File: src/rtl/cheriot_dv_pkg.sv
// cheriot_dv_pkg
// Shared DV types and constants for the CHERIoT DV top.
//   mem_cmd_t     : one completed memory access, as seen by the scoreboard/monitor
//   arb_state_e   : memory arbiter FSM state
//   DRAMStartAddr : lowest legal DRAM byte address
//   ArbLfsrSeed   : seed of the arbiter's optional back-pressure LFSR
package cheriot_dv_pkg;

    localparam logic [31:0] DRAMStartAddr = 32'h8000_0000;
    localparam logic [15:0] ArbLfsrSeed   = 16'hACE1;

    typedef struct packed {
        logic [7:0]  flag;    // {7'b0, requester id}
        logic        is_cap;
        logic        we;
        logic [3:0]  be;
        logic [29:0] addr32;
        logic [32:0] wdata;
        logic [32:0] rdata;   // zero for writes
        logic        err;
    } mem_cmd_t;

    typedef enum logic [1:0] {
        IDLE = 2'd0,
        ADDR = 2'd1,
        RESP = 2'd2,
        DERR = 2'd3
    } arb_state_e;

endpackage

File: src/rtl/cheriot_dv_stall_lfsr.sv
// cheriot_dv_stall_lfsr
// Free-running 16-bit Fibonacci LFSR (x^16 + x^14 + x^13 + x^11 + 1) used to inject
// random grant back-pressure in the memory arbiter. Advances every cycle.
//   clk     : clock
//   rst_n   : asynchronous active-low reset, loads ArbLfsrSeed
//   stall_o : high when the two low LFSR bits are zero (about one cycle in four)
module cheriot_dv_stall_lfsr
    import cheriot_dv_pkg::*;
(
    input  logic clk,
    input  logic rst_n,
    output logic stall_o
);

    logic [15:0] lfsr_q;
    logic [15:0] lfsr_d;
    logic        feedback;

    always_comb begin
        feedback = lfsr_q[15] ^ lfsr_q[13] ^ lfsr_q[12] ^ lfsr_q[10];
        lfsr_d   = {lfsr_q[14:0], feedback};
    end

    always_ff @(posedge clk or negedge rst_n) begin
        if (!rst_n) begin
            lfsr_q <= ArbLfsrSeed;
        end else begin
            lfsr_q <= lfsr_d;
        end
    end

    assign stall_o = (lfsr_q[1:0] == 2'b00);

endmodule

File: src/rtl/cheriot_dv_mem_arbiter.sv
// cheriot_dv_mem_arbiter
// Shares one DRAM memory-model port between the ifetch (id 0) and data (id 1) requesters.
// One transaction in flight at a time, round-robin arbitration in IDLE, responses routed
// back to the owner, one mem_cmd_t log record per completed access.
//   clk_i, rst_ni          : clock, asynchronous active-low reset
//   req_i/gnt_o            : per-requester request / one-cycle grant pulse
//   we_i, be_i, is_cap_i,
//   addr_i, wdata_i        : per-requester command (wdata bit 32 is the tag)
//   rvalid_o, rdata_o,
//   err_o                  : response to the owner (rdata/err shared)
//   mem_*_o / mem_*_i      : downstream command and handshake/response
//   log_valid_o, log_cmd_o : completed-access record, the cycle after the response
// Optional feature: define CHERIOT_DV_MEM_ARB_STALL_EN for LFSR-driven grant back-pressure.
module cheriot_dv_mem_arbiter
    import cheriot_dv_pkg::*;
#(
    parameter int unsigned NREQ      = 2,
    parameter logic [31:0] DRAM_BASE = DRAMStartAddr
) (
    input  logic                  clk_i,
    input  logic                  rst_ni,
    input  logic [NREQ-1:0]       req_i,
    output logic [NREQ-1:0]       gnt_o,
    input  logic [NREQ-1:0]       we_i,
    input  logic [NREQ-1:0][3:0]  be_i,
    input  logic [NREQ-1:0]       is_cap_i,
    input  logic [NREQ-1:0][31:0] addr_i,
    input  logic [NREQ-1:0][32:0] wdata_i,
    output logic [NREQ-1:0]       rvalid_o,
    output logic [32:0]           rdata_o,
    output logic                  err_o,
    output logic                  mem_req_o,
    output logic                  mem_we_o,
    output logic [3:0]            mem_be_o,
    output logic [29:0]           mem_addr32_o,
    output logic [32:0]           mem_wdata_o,
    input  logic                  mem_gnt_i,
    input  logic                  mem_rvalid_i,
    input  logic [32:0]           mem_rdata_i,
    input  logic                  mem_err_i,
    output logic                  log_valid_o,
    output mem_cmd_t              log_cmd_o
);

    localparam int unsigned IdW = (NREQ > 1) ? $clog2(NREQ) : 1;

    arb_state_e     state_q, state_d;
    logic [IdW-1:0] ptr_q, ptr_d;

    // Captured command of the transaction in flight
    logic [IdW-1:0] owner_q;
    logic           we_q;
    logic [3:0]     be_q;
    logic           is_cap_q;
    logic [29:0]    addr32_q;
    logic [32:0]    wdata_q;

    logic           log_valid_q;
    mem_cmd_t       log_cmd_q, log_cmd_d;

    logic           stall;
    logic           win_valid;
    logic [IdW-1:0] win_id;
    logic [IdW-1:0] idx;
    logic           capture;
    logic           resp_fire;

`ifdef CHERIOT_DV_MEM_ARB_STALL_EN
    cheriot_dv_stall_lfsr u_stall_lfsr (
        .clk     (clk_i),
        .rst_n   (rst_ni),
        .stall_o (stall)
    );
`else
    assign stall = 1'b0;
`endif

    // Round-robin pick: first requester at or after the pointer, wrapping.
    always_comb begin
        win_valid = 1'b0;
        win_id    = '0;
        idx       = '0;
        for (int unsigned i = 0; i < NREQ; i++) begin
            idx = IdW'((32'(ptr_q) + i) % NREQ);
            if (!win_valid && req_i[idx]) begin
                win_valid = 1'b1;
                win_id    = idx;
            end
        end
    end

    always_comb begin
        state_d   = state_q;
        ptr_d     = ptr_q;
        capture   = 1'b0;
        resp_fire = 1'b0;
        gnt_o     = '0;
        rvalid_o  = '0;
        rdata_o   = '0;
        err_o     = 1'b0;
        unique case (state_q)
            IDLE: begin
                // A stalled cycle leaves the pointer alone so fairness is unaffected.
                if (win_valid && !stall) begin
                    gnt_o[win_id] = 1'b1;
                    capture       = 1'b1;
                    ptr_d         = IdW'((32'(win_id) + 32'd1) % NREQ);
                    state_d       = (addr_i[win_id] < DRAM_BASE) ? DERR : ADDR;
                end
            end
            ADDR: begin
                if (mem_gnt_i) begin
                    state_d = RESP;
                end
            end
            RESP: begin
                if (mem_rvalid_i) begin
                    rvalid_o[owner_q] = 1'b1;
                    rdata_o           = mem_rdata_i;
                    err_o             = mem_err_i;
                    resp_fire         = 1'b1;
                    state_d           = IDLE;
                end
            end
            DERR: begin
                rvalid_o[owner_q] = 1'b1;
                err_o             = 1'b1;
                resp_fire         = 1'b1;
                state_d           = IDLE;
            end
            default: state_d = IDLE;
        endcase
    end

    always_comb begin
        log_cmd_d        = '0;
        log_cmd_d.flag   = 8'(owner_q);
        log_cmd_d.is_cap = is_cap_q;
        log_cmd_d.we     = we_q;
        log_cmd_d.be     = be_q;
        log_cmd_d.addr32 = addr32_q;
        log_cmd_d.wdata  = wdata_q;
        log_cmd_d.rdata  = we_q ? 33'd0 : rdata_o;
        log_cmd_d.err    = err_o;
    end

    always_ff @(posedge clk_i or negedge rst_ni) begin
        if (!rst_ni) begin
            state_q <= IDLE;
            ptr_q   <= '0;
        end else begin
            state_q <= state_d;
            ptr_q   <= ptr_d;
        end
    end

    always_ff @(posedge clk_i or negedge rst_ni) begin
        if (!rst_ni) begin
            owner_q  <= '0;
            we_q     <= 1'b0;
            be_q     <= '0;
            is_cap_q <= 1'b0;
            addr32_q <= '0;
            wdata_q  <= '0;
        end else if (capture) begin
            owner_q  <= win_id;
            we_q     <= we_i[win_id];
            be_q     <= be_i[win_id];
            is_cap_q <= is_cap_i[win_id];
            addr32_q <= addr_i[win_id][31:2];
            wdata_q  <= wdata_i[win_id];
        end
    end

    always_ff @(posedge clk_i or negedge rst_ni) begin
        if (!rst_ni) begin
            log_valid_q <= 1'b0;
            log_cmd_q   <= '0;
        end else begin
            log_valid_q <= resp_fire;
            if (resp_fire) begin
                log_cmd_q <= log_cmd_d;
            end
        end
    end

    // Command outputs come straight from the capture registers, so they hold until mem_gnt_i.
    assign mem_req_o    = (state_q == ADDR);
    assign mem_we_o     = we_q;
    assign mem_be_o     = be_q;
    assign mem_addr32_o = addr32_q;
    assign mem_wdata_o  = wdata_q;

    assign log_valid_o  = log_valid_q;
    assign log_cmd_o    = log_cmd_q;

endmodule
File: config.mk
export PLATFORM = sky130hd
export DESIGN_NAME = cheriot_dv_mem_arbiter
export DESIGN_NICKNAME = d
export VERILOG_FILES = /design/src/rtl/cheriot_dv_pkg.sv /design/src/rtl/cheriot_dv_stall_lfsr.sv /design/src/rtl/cheriot_dv_mem_arbiter.sv
export SDC_FILE = /design/constraint.sdc
export NUM_CORES = 1
export LEC_CHECK = 0
export BUFFER_PORTS_ARGS = -buffer_cell sky130_fd_sc_hd__buf_2
export CAP_MARGIN = 20
export CORE_UTILIZATION = 35
export DETAILED_ROUTE_END_ITERATION = 10
export PLACE_DENSITY = 0.75
export SLEW_MARGIN = 20
export SYNTH_ARGS = -nofsm -noshare
export SYNTH_HDL_FRONTEND = slang
export SYNTH_HIERARCHICAL = 1
export SYNTH_SLANG_ARGS = --single-unit
File: constraint.sdc
create_clock -name clk_i -period 2.7 [get_ports clk_i]
set_input_delay 0.54 -clock clk_i [delete_from_list [all_inputs] [get_ports clk_i]]
set_output_delay 0.54 -clock clk_i [all_outputs]
set_load 0.005 [all_outputs]
==> impl_results.md <==
* Outcome: finished, final reports clean
* Starting Density at 35.6%
* Skew final at 13.1 ps
* Maximum resistive drop on vdd at 453 µV
* Clock latency of the later-clocked register in the worst-skew pair at 430 ps
* Sum of routed wire segments on met1 at 10400 µm
* Share of total power in sequential cells at 39.2%
* Pwr per Cell Area at 1150 nW/µm²
* Largest cells by area after synthesis: sky130_fd_sc_hd__dfrtp_1 53%, sky130_fd_sc_hd__nand2_1 9.3%, sky130_fd_sc_hd__buf_4 6.7%
* Type of the tightest min-delay check: primary input to async pin
* Maximum level of the CTS H-tree at 4
* Area leader, netlist: sky130_fd_sc_hd__dfrtp_1
* Overall die width at 156 µm
* Count of flip-flops with a built-in enable after synthesis at 0
* Final antenna-violating net count at 0
* Worst path max stage delay at 480 ps
* Highest metal layer with signal wires: met5
* Clock sink count at 178
* Most common cell after layout, fill and taps aside: sky130_fd_sc_hd__buf_2
* Crit path required time at 2160 ps
* Worst Tran Pin Value at 901 ps
* Number of antenna violations at the first check in global routing at 4
* Synth top area share at 53.4%
* Core area at 23400 µm²
* Register bit count reported by yosys at 178
* Nets@finish at 1272
* Worst-path fanout max at 13
* Reg area at 4450 µm²
* Vias per cell at 5.14
* Number of placed cells counting well taps at 1390
* Post-Layout Cell Count at 1424
* Total number of vias at 7319
* Share of flip-flops with an asynchronous set or reset after synthesis at 100%
* Worst reg2reg setup slack at 460 ps
* Half-perimeter wire length of the detailed placement result at 18000 µm
* Proportion of total power due to net switching at 38.7%
* Number of maximum-capacitance violations at 0
* Part of the total power dissipated in the clock network at 20.4%
* GPL Wtd Cong at 0.830
* Post-layout util at 45.4%
* Mean instance size in the synthesized netlist at 10.4 µm²
* Number of buffers inserted to repair setup after CTS at 0
* Total Negative Setup Slacks at 0 ps
* Layout cells sized above 1 at 41.0%
* Number of buffers created by CTS at 17
* Switching pwr at 4.73 mW
* Kind of launch point of the worst setup path: flop
* Buffer cell driving the clock tree root: sky130_fd_sc_hd__clkbuf_16
* Kind of critical path: flop to primary output
* CTS clock-pin slew for the worst setup and hold paths at 80 ps
* Footprint of the multi-input gates at 3020 µm²
* Total global routing overflow at 0
* Number of buffers inserted by hold repair at cts at 0
* Most used cells in the layout excluding fill and tap cells: 388 x sky130_fd_sc_hd__buf_2, 207 x sky130_fd_sc_hd__nand2_1, 178 x sky130_fd_sc_hd__dfrtp_1
* Slowest stage cell on the critical path: sky130_fd_sc_hd__dfrtp_1
* Vias in the first global route at 6957
* Cell count after synthesis at 801
* Final setup viols at 0
* Die outline area at 24500 µm²
* Met3 wire length at 1840 µm
* Unique masters post-synth at 39
* Initial DRC count at 462
* Most used flip-flop cell after synthesis: sky130_fd_sc_hd__dfrtp_1
* Residual DRC at 0
* Share of the yosys chip area belonging to registers at 53.4%
* Endpoint type of the worst setup path: primary output
* Final worst-path cycle share at 85.7%
* Max Transition Viols Final at 0
* Combined global-route utilization of all metal layers at 20.7%
* IO Pins at 401
* Unrepaired setup endpoints after global routing: no
* Pin count of the biggest net entering global routing at 71
* Number of filler cells placed in the layout at 2276
* Routed wirelength normalized by instance count at 18.2 µm
* Number of gates given a new drive strength after cts at 0
* CTS tree: yes
* Amount of wire on met2 after detailed routing at 13000 µm
* Worst max-slew margin expressed relative to the limit at 39.8%
* Wire length after detailed routing at 25900 µm
* Synth-to-layout area growth at 27.3%
* First-pass detailed-route iteration total at 5
* Post-Synthesis Cell Area at 8340 µm²
* Die Ht at 156 µm
* Cell Chain, Critical Path: or2_1 -> nor3_4 -> buf_4 -> buf_2
* Leakage power figure at 5.67 nW
* Number of buffer cells added on primary ports at 389
* Final hold violation count at 0
* Maximum buffer depth of the clock tree at 2
* First-pass GRT wire length at 38800 µm
* Critical R2R Capture: mem_wdata_o[1]$_DFFE_PN0P_
* Site row count at 56
* Launch point of the worst reg-to-reg path: state_q[0]$_DFFE_PN0P_
* Minimum clock period after layout at 2310 ps
* Number of cell instances on the worst register-to-register path at 4
* Achievable clock frequency at 432 MHz
* Arrival @ worst endpoint at 1770 ps
* Yosys warns at 6
* Internal power of the cells at 7.48 mW
* Combinational group share of total power at 40.4%
[metal layers]
metal  vias up  track usage, %
li1       3373               -
met1      3562            24.4
met2       334            35.7
met3        46            5.07
met4         4            8.82
met5         -               0
[worst max-delay path: cells and delay by family, from the launching register on]
kind	cells	cell delay (ps)
DFF	1	480
and+or+nand+nor	2	500
buffers and inverters	2	360
[worst max path at each step]
stage	from	endpoint	slack, ps	depth (start not counted)
5_1_grt	state_q[0]$_DFFE_PN0P_	gnt_o[1]	280	4
3_3_place_gp	req_i[1]	mem_wdata_o[6]$_DFFE_PN0P_	540	5
3_5_place_dp	state_q[0]$_DFFE_PN0P_	mem_wdata_o[21]$_DFFE_PN0P_	510	4
4_1_cts	state_q[0]$_DFFE_PN0P_	gnt_o[1]	360	4
6_report	state_q[0]$_DFFE_PN0P_	gnt_o[1]	390	4
2_1_floorplan	req_i[1]	gnt_o[0]	1030	3
[layout make-up]
class | count | share of cell area (%)
tap | 319 | 3.76
sequential | 178 | 41.9
multi-input combinational | 479 | 28.4
antenna | 2 | 0.0471
clock inverter | 13 | 1.31
timing repair buffer | 410 | 20.1
inverter | 4 | 0.141
clock buffer | 19 | 4.27
[state kept, by name (all words and copies together) (netlist names)]
| register | flops |
|---|---|
| log_cmd_o | 104 |
| mem_wdata_o | 33 |
| mem_addr32_o | 30 |
| mem_be_o | 4 |
| state_q | 2 |
| is_cap_q | 1 |
| log_valid_o | 1 |
| mem_we_o | 1 |
| owner_q | 1 |
| ptr_q | 1 |
[Yosys cell counts, types with 2 or more instances]
cell type	instances
sky130_fd_sc_hd__o2111a_1	35
sky130_fd_sc_hd__and2_1	34
sky130_fd_sc_hd__nand2_1	207
sky130_fd_sc_hd__a2bb2oi_1	32
sky130_fd_sc_hd__dfrtp_1	178
sky130_fd_sc_hd__buf_4	74
sky130_fd_sc_hd__buf_2	23
sky130_fd_sc_hd__clkbuf_1	41
sky130_fd_sc_hd__nor2_1	4
sky130_fd_sc_hd__a311oi_1	32
sky130_fd_sc_hd__buf_6	7
sky130_fd_sc_hd__a221o_1	35
sky130_fd_sc_hd__nand2b_1	2
sky130_fd_sc_hd__a21oi_1	3
sky130_fd_sc_hd__a21o_1	3
sky130_fd_sc_hd__a22o_1	33
sky130_fd_sc_hd__o21ai_0	34
sky130_fd_sc_hd__inv_2	3
[metrics by stage]
stage	setup slack, ps	hold slack [ps]	power (mW)	area (µm²)
finish	387	26.1	12.2	10600
global route	282	38.8	13.1	10600
CTS	362	19.8	12.3	10600
detailed placement	512	458	9.77	10000
global placement	544	454	9.64	10000
floorplan	1030	244	8.10	8360
[power by group through the flow]
stage | sequential, mW | clock [mW] | combinational, mW
6_report | 4.79 | 2.48 | 4.93
3_3_place_gp | 4.79 | 0 | 4.85
4_1_cts | 4.78 | 2.55 | 4.96
3_5_place_dp | 4.81 | 0 | 4.96
5_1_grt | 4.94 | 2.66 | 5.47
2_1_floorplan | 4.68 | 0 | 3.42
[logic make-up after synthesis]
kind of cell | share of synthesized area, %
simple gates | 13.2
other cells | 0.0450
buf+inv | 11.1
compound gates | 22.2
flops | 53.4
Note: power is estimated with default switching activity, not from simulation.
